[src/rtl/cpu_pipe_pkg.sv]
// cpu_pipe_pkg: shared state encoding, stage indices and counter width for the pipeline control
package cpu_pipe_pkg;
  typedef enum logic [1:0] {ST_RUN, ST_DRAIN, ST_HALTED} state_t;
  localparam int IF = 0;
  localparam int ID = 1;
  localparam int EX = 2;
  localparam int MEM = 3;
  localparam int WB = 4;
  localparam int CNT_WIDTH_DEF = 32;
endpackage

[src/rtl/pipe_event_counter.sv]
// pipe_event_counter: wrap-around event counter with increment enable
module pipe_event_counter
  import cpu_pipe_pkg::*;
#(
  parameter int WIDTH = CNT_WIDTH_DEF
) (
  input  logic             clk,
  input  logic             rst,
  input  logic             i_inc,
  output logic [WIDTH-1:0] o_count
);
  logic [WIDTH-1:0] r_count;
  // count qualified events, wrapping naturally at 2^WIDTH
  always_ff @(posedge clk) begin
    if (rst) r_count <= '0;
    else if (i_inc) r_count <= r_count + WIDTH'(1);
  end
  assign o_count = r_count;
endmodule

[src/rtl/pipe_ctrl.sv]
// pipe_ctrl: stage valid tracking, enables/flushes, halt FSM and performance counters
module pipe_ctrl
  import cpu_pipe_pkg::*;
#(
  parameter int STAGES       = 5,
  parameter int BRANCH_STAGE = 2,
  parameter int CNT_WIDTH    = CNT_WIDTH_DEF
) (
  input  logic                 clk,
  input  logic                 rst,
  input  logic                 go,
  input  logic                 id_load_use,
  input  logic                 id_syscall_halt,
  input  logic                 br_taken,
  input  logic                 jump,
  output logic                 pc_enable,
  output logic [STAGES-1:0]    stage_en,
  output logic [STAGES-1:0]    flush,
  output logic [STAGES-1:0]    stage_valid,
  output logic                 halted,
  output logic [CNT_WIDTH-1:0] total_cycles,
  output logic [CNT_WIDTH-1:0] condi_branch_num,
  output logic [CNT_WIDTH-1:0] uncondi_branch_num,
  output logic [CNT_WIDTH-1:0] stall_num,
  output logic [CNT_WIDTH-1:0] instr_retired
);
  state_t r_state, w_state_nxt;
  logic [STAGES-1:0] r_valid, w_valid_nxt, w_en, w_flush;
  logic w_adv, w_redir, w_stall, w_hreq, w_pc_en;
  assign w_adv   = go & (r_state != ST_HALTED);
  assign w_redir = w_adv & (br_taken | jump) & r_valid[BRANCH_STAGE];
  assign w_stall = w_adv & id_load_use & r_valid[ID] & ~w_redir;
  assign w_hreq  = w_adv & (r_state == ST_RUN) & id_syscall_halt & r_valid[ID] & ~w_stall & ~w_redir;
  // next state, next valid bits and per-stage enables/bubbles; everything holds when not advancing
  always_comb begin
    w_state_nxt = r_state;
    w_valid_nxt = r_valid;
    w_en        = '0;
    w_flush     = '0;
    w_pc_en     = 1'b0;
    if (w_adv) begin
      if (r_state == ST_RUN && w_hreq) w_state_nxt = ST_DRAIN;
      else if (r_state == ST_DRAIN && r_valid == '0) w_state_nxt = ST_HALTED;
      w_en        = '1;
      w_pc_en     = (r_state == ST_RUN) & ~w_stall & ~w_hreq;
      w_valid_nxt = {r_valid[STAGES-2:0], w_state_nxt == ST_RUN};
      if (w_stall) begin
        w_en[ID:IF]        = 2'b00;
        w_valid_nxt[ID:IF] = r_valid[ID:IF];
        w_valid_nxt[EX]    = 1'b0;
        w_flush[EX]        = 1'b1;
      end
      for (int i = ID; i <= BRANCH_STAGE; i++) begin
        if (w_redir) begin
          w_valid_nxt[i] = 1'b0;
          w_flush[i]     = 1'b1;
        end
      end
      if (w_hreq) begin
        w_valid_nxt[ID] = 1'b0;
        w_flush[ID]     = 1'b1;
      end
    end
  end
  // state and valid registers
  always_ff @(posedge clk) begin
    if (rst) begin
      r_state <= ST_RUN;
      r_valid <= '0;
    end else begin
      r_state <= w_state_nxt;
      r_valid <= w_valid_nxt;
    end
  end
  assign pc_enable   = w_pc_en;
  assign stage_en    = w_en;
  assign flush       = w_flush;
  assign stage_valid = r_valid;
  assign halted      = (r_state == ST_HALTED);
  pipe_event_counter #(.WIDTH(CNT_WIDTH)) u_cycles (
    .clk(clk), .rst(rst), .i_inc(w_adv), .o_count(total_cycles)
  );
  pipe_event_counter #(.WIDTH(CNT_WIDTH)) u_condi (
    .clk(clk), .rst(rst), .i_inc(w_redir & br_taken & ~jump), .o_count(condi_branch_num)
  );
  pipe_event_counter #(.WIDTH(CNT_WIDTH)) u_uncondi (
    .clk(clk), .rst(rst), .i_inc(w_redir & jump), .o_count(uncondi_branch_num)
  );
  pipe_event_counter #(.WIDTH(CNT_WIDTH)) u_stall (
    .clk(clk), .rst(rst), .i_inc(w_stall), .o_count(stall_num)
  );
  pipe_event_counter #(.WIDTH(CNT_WIDTH)) u_retired (
    .clk(clk), .rst(rst), .i_inc(w_adv & r_valid[STAGES-1]), .o_count(instr_retired)
  );
endmodule

[config.mk]
export PLATFORM = sky130hd
export DESIGN_NAME = pipe_ctrl
export DESIGN_NICKNAME = d
export VERILOG_FILES = /design/src/rtl/cpu_pipe_pkg.sv /design/src/rtl/pipe_event_counter.sv /design/src/rtl/pipe_ctrl.sv
export SDC_FILE = /design/constraint.sdc
export NUM_CORES = 1
export LEC_CHECK = 0
export CAP_MARGIN = 10
export CORE_MARGIN = 1.5
export CORE_UTILIZATION = 55
export CTS_CLUSTER_DIAMETER = 200
export CTS_CLUSTER_SIZE = 20
export DETAILED_ROUTE_END_ITERATION = 16
export PLACE_DENSITY = 0.95
export SLEW_MARGIN = 20
export SYNTH_ARGS = -nofsm -noshare
export SYNTH_HDL_FRONTEND = slang
export SYNTH_HIERARCHICAL = 1
export SYNTH_SLANG_ARGS = --single-unit
[constraint.sdc]
create_clock -name clk -period 7.8 [get_ports clk]
set_input_delay 1.95 -clock clk [delete_from_list [all_inputs] [get_ports clk]]
set_output_delay 1.95 -clock clk [all_outputs]
set_load 0.01 [all_outputs]
==> results.cfg, run 1 <==
[worst_setup_path]
rrSetupSlack_ps = 4610
crit_path_cell_trace = clkdlybuf4s50_1 > inv_2 > nor3_2 > a21o_1 > clkdlybuf4s50_1
worstReg2RegStart = stage_valid[1]$_SDFFE_PP0P_
r2r_cells = 6
cp_max_fo = 10
slowest_delay_ps = 680
worstPathRequired_ps = 5850
crit_slowest_cell = clkdlybuf4s50_1
r2r-end = u_stall/o_count[25]$_SDFFE_PP0P_
cp.depth = 5
critPathLaunch = go
crit_family = buffers and inverters
crit_path_end_kind = primary output
cp_common_cell = clkdlybuf4s50_1
crit_end = flush[1]
path_class = input port to primary output
worstPathArrival_ps = 3800
critPathLaunchType = input port
crit_buf_inv = 3

[global_routing]
grt_overflow = 0
antenna_found_initial = 0
grt_usage = 0.259
grt_start_max_net_pins = 80
grt_pass1_vias = 7145
grt_first_pass_wirelength_um = 34100

[floorplan]
row_count = 44
coreArea_sq_um = 14700
dieArea_sq_um = 15900
dieWidth_um = 126
ios = 184
die-height_um = 126
start_util = 0.569

[finish]
fin_nets = 1123
fin_util = 0.727
drive_above_1_share = 0.101
num_antenna_cells = 0
area_growth_pct = 27.9
finalNonFillerCells = 1308
final_cell_area_sq_um = 10700

[cts]
cts-hold-fix-buffers = 0
cts_tree = built
clk_latency_ps = 430
h-tree-depth = 4
post_cts_buffers = 0
clock_path_buffers = 2
cts_inserted_buffers = 17
cts_resized = 0
cts_root_buf = clkbuf_16
clk_pin_slew_ps = 60
clock-sinks = 167

[timing]
grt_setup_unrepaired = no
setup_tns_ps = 0
hold-worst-slack_ps = 494
skew_ps = 10.4
tightest_slew_ps = 848
hold_viol = 0
final_max_slew_viol_count = 0
setup_viol_count_final = 0
maxSlewHeadroom = 0.433
period_needed_ps = 5750
max_clock_freq_mhz = 174
period_share = 0.737

[routing]
wl_per_cell_um = 15.9
drt_iter0_markers = 544
postRouteAntennaNets = 0
vias = 7705
first_pass_iters = 6
vias_per_cell = 5.89
drc = 0
totalWireLength_um = 20800

[placed_design]
placed_cells = 1276
postPlaceCellArea_sq_um = 10100
port_buffers = 180
finalWeightedCongestion = 0.846
place_hpwl_um = 14100

[power]
ir_worst_vdd_uv = 140
power_leakage_nw = 3.71
p_per_area_nw_per_um2 = 161

[yosys]
syn_avg_cell_area_sq_um = 8.64
ys_types = 56
netlist_area_sq_um = 8360
ys_warn_count = 6
synthFlopType = dfxtp_1
syn_inst = 967
synth-edff-count = 0
synth-async-reset-ratio = 0
yosys_register_bits = 167
yosysSeqAreaShare = 0.400

[outcome]
outcome = finished, final reports clean

[worst_hold_path]
hold_class = flip-flop to flip-flop
hp-start = u_uncondi/o_count[22]$_SDFFE_PP0P_

[job]
cap_viol_max_count = 0
cells by family after synthesis:
kind of cell / count (synthesis) / share of synthesized area
AOI/OAI and AO/OA: 90 / 0.0662
xor gates and xnor gates: 65 / 0.0681
adders and majority gates: 5 / 0.00749
buffers and inverters: 85 / 0.0481
DFF: 167 / 0.400
muxes: 60 / 0.0801
other: 1 / 0.000449
and+or+nand+nor: 494 / 0.330
worst min-delay path, stage by stage, from the launching register on:
cell and delay (ps):
dfxtp_1 330, o31ai_1 70, a21oi_1 50
synth_stat cells, types with 6 or more instances:
master    instances  share of area
a21oi_1          40          0.024
and3_1           11         0.0082
and3_2            6         0.0054
and4_1           15          0.016
buf_2            11         0.0066
buf_4             7         0.0063
clkbuf_1         35          0.016
dfxtp_1         167           0.40
inv_1            24          0.011
mux2_1           10          0.013
mux2_2           45          0.061
nand2_1          47          0.021
nand3_1          47          0.028
nand4_1          50          0.037
nor2_1          132          0.059
nor2b_1          51          0.038
nor3_1           51          0.031
nor3b_1           6         0.0054
nor4_1           10         0.0075
o21ai_0          20          0.012
o31ai_1          15          0.013
or3_1            20          0.015
or4_1            15          0.013
xnor2_1          20          0.021
xor2_1           45          0.047
cells in the final DEF, fill, tap and decap left out, drive strengths merged, types with 5 or more instances in the layout:
| master | instances |
|---|---|
| mux2 | 55 |
| a21oi | 40 |
| nor3 | 52 |
| mux2i | 5 |
| o31ai | 15 |
| or2 | 5 |
| inv | 29 |
| or3 | 20 |
| clkbuf | 17 |
| nand2 | 47 |
| nand4 | 55 |
| nor2b | 51 |
| and4 | 15 |
| nand3 | 47 |
| and3 | 17 |
| xnor2 | 20 |
| xor2 | 45 |
| clkdlybuf4s50 | 179 |
| or4 | 20 |
| dfxtp | 167 |
| o21ai | 24 |
| nor4 | 15 |
| nor2 | 132 |
| nor3b | 7 |
| ha | 5 |
| and2 | 5 |
| clkinv | 9 |
power by group:
group / leakage (nW) / switching (mW) / internal (mW)
clock: 0.276 / 0.360 / 0.446
sequential: 1.35 / 0.00392 / 0.855
combinational: 2.09 / 0.0341 / 0.0189
total: 3.71 / 0.398 / 1.32
worst min path at each step:
stage / depth (start not counted) / slack (ps) / to
after floorplan: 2 / 510 / u_condi/o_count[22]$_SDFFE_PP0P_
after global placement: 2 / 480 / u_uncondi/o_count[22]$_SDFFE_PP0P_
after detailed placement: 2 / 490 / u_condi/o_count[22]$_SDFFE_PP0P_
after CTS: 2 / 500 / u_uncondi/o_count[22]$_SDFFE_PP0P_
after global routing: 2 / 540 / u_condi/o_count[22]$_SDFFE_PP0P_
final: 2 / 490 / u_uncondi/o_count[22]$_SDFFE_PP0P_
state kept, by name, summed over array words and instances (netlist names):
register and flops:
r_state 2, u_uncondi/o_count 32, u_condi/o_count 32, stage_valid 5, u_retired/o_count 32, u_stall/o_count 32
u_cycles/o_count 32
final cells by class:
cell class | count | area (sq um)
inverters | 26 | 103
repair buffers | 182 | 1820
clock buffers | 17 | 425
clock inverters | 15 | 149
multi-input cells | 717 | 4620
fillers | 1030 | 4010
flip-flops and latches | 167 | 3340
well taps | 184 | 230
through the flow:
stage,power (mW),setup slack [ps]
after floorplan,0.912,3160
after global placement,0.929,2010
after detailed placement,0.930,2060
after CTS,1.73,2060
after global routing,1.78,1950
final,1.72,2050
metal layers:
metal	vias to the layer above	GRT usage	routed length (um)
met5	-	0	0
met4	0	0.109	522
met3	44	0.0535	1250
met2	286	0.437	10200
met1	3675	0.324	8870
li1	3700	-	-
(Power assumes the default switching activity.)
==> run 2, diff against run 1 <==
CORE_UTILIZATION = 51   (was 55)
PLACE_DENSITY = 0.89   (was 0.95)
clock period = 5.7 ns   (was 7.8 ns; I/O delays follow)
==> results.cfg, run 2 (same netlist as run 1, synthesis figures left out) <==
[placed_design]
place_hpwl_um = 14200
placed_cells = 1311
finalWeightedCongestion = 0.806
port_buffers = 180

[global_routing]
grt_pass1_vias = 6694
antenna_found_initial = 0
grt_overflow = 0
grt_first_pass_wirelength_um = 32400
grt_usage = 0.235
grt_start_max_net_pins = 129

[timing]
tightest_slew_ps = 917
period_share = 0.828
period_needed_ps = 4720
hold_viol = 0
setup_tns_ps = 0
max_clock_freq_mhz = 212
grt_setup_unrepaired = no
setup_viol_count_final = 0
skew_ps = 8.69
final_max_slew_viol_count = 0
maxSlewHeadroom = 0.389

[floorplan]
dieArea_sq_um = 17200
coreArea_sq_um = 15900
die-height_um = 131
start_util = 0.524
dieWidth_um = 131
row_count = 46
ios = 184

[routing]
vias_per_cell = 5.66
first_pass_iters = 5
wl_per_cell_um = 15.3
totalWireLength_um = 20600
drc = 0
drt_iter0_markers = 398
postRouteAntennaNets = 0
vias = 7600

[cts]
cts-hold-fix-buffers = 0
clk_pin_slew_ps = 60
clock_path_buffers = 2
post_cts_buffers = 0
cts_resized = 0
cts_tree = built
h-tree-depth = 4
cts_root_buf = clkbuf_16
clk_latency_ps = 420
clock-sinks = 167
cts_inserted_buffers = 17

[finish]
fin_util = 0.675
num_antenna_cells = 0
drive_above_1_share = 0.102
fin_nets = 1126
area_growth_pct = 28.8
final_common_cell = clkdlybuf4s50_1
finalNonFillerCells = 1342
layout_common_cells = clkdlybuf4s50_1 (179), dfxtp_1 (167), nor2_1 (132), nor3_1 (51), nor2b_1 (51)

[worst_setup_path]
cp_max_fo = 10
path_class = input port to primary output
crit_path_end_kind = primary output
worstPathRequired_ps = 4280
worstPathArrival_ps = 3290
critPathLaunchType = input port

[outcome]
outcome = finished, final reports clean

[power]
ir_worst_vdd_uv = 200
p_per_area_nw_per_um2 = 223
power_leakage_nw = 3.73

[worst_hold_path]
hold_class = flip-flop to flip-flop

[job]
cap_viol_max_count = 0
[run 2: changes by cell type in the layout (fill, tap and decap cells not counted), sizes merged]
| cell | before | now |
|---|---|---|
| bufinv | 1 | 2 |
| clkinv | 9 | 4 |
| buf | 3 | 6 |
| clkbuf | 17 | 21 |
| inv | 29 | 28 |
[run 2: layout make-up]
| cell class | instances | area, sq um |
|---|---|---|
| clock buffer | 21 | 470 |
| timing repair buffer | 185 | 1840 |
| multi-input combinational | 717 | 4620 |
| sequential | 167 | 3340 |
| inverter | 26 | 103 |
| fill | 1299 | 5180 |
| tap | 216 | 270 |
| clock inverter | 10 | 120 |
[run 2: power breakdown]
group	leakage (nW)	switching (mW)	total [mW]	internal (mW)
registers	1.35	0.00467	1.17	1.17
logic	2.10	0.0477	0.0742	0.0266
clock network	0.286	0.468	1.15	0.681
total	3.73	0.520	2.40	1.88
[run 2: worst paths after layout]
path / cells past startpoint / slack [ps] / endpoint / from
max: 5 / 980 / pc_enable / go
min reg2reg: 2 / 500 / u_retired/o_count[22]$_SDFFE_PP0P_ / u_retired/o_count[22]$_SDFFE_PP0P_
min: 2 / 500 / u_retired/o_count[22]$_SDFFE_PP0P_ / u_retired/o_count[22]$_SDFFE_PP0P_
max reg2reg: 8 / 2610 / u_uncondi/o_count[24]$_SDFFE_PP0P_ / r_state[0]$_SDFFE_PP0P_
[run 2: worst max-delay path, stage by stage]
cell,delay (ps)
clkdlybuf4s50_1,690
inv_2,150
o31a_1,330
nor2b_1,130
clkdlybuf4s50_1,570
[run 2: per-stage QoR]
step / total power, mW / hold WS, ps / worst slack [ps] / cell area [sq um]
2_1_floorplan: 1.25 / 508 / 2110 / 8360
3_3_place_gp: 1.27 / 479 / 942 / 10200
3_5_place_dp: 1.27 / 490 / 957 / 10200
4_1_cts: 2.43 / 504 / 964 / 10800
5_1_grt: 2.48 / 515 / 860 / 10800
6_report: 2.40 / 502 / 980 / 10800
[run 2: per-layer routing]
metal,global-route usage,part of all wire,vias up
met5,0,0,-
met3,0.0525,0.059,37
met2,0.382,0.47,253
met4,0.108,0.028,0
li1,-,-,3710
met1,0.298,0.44,3600
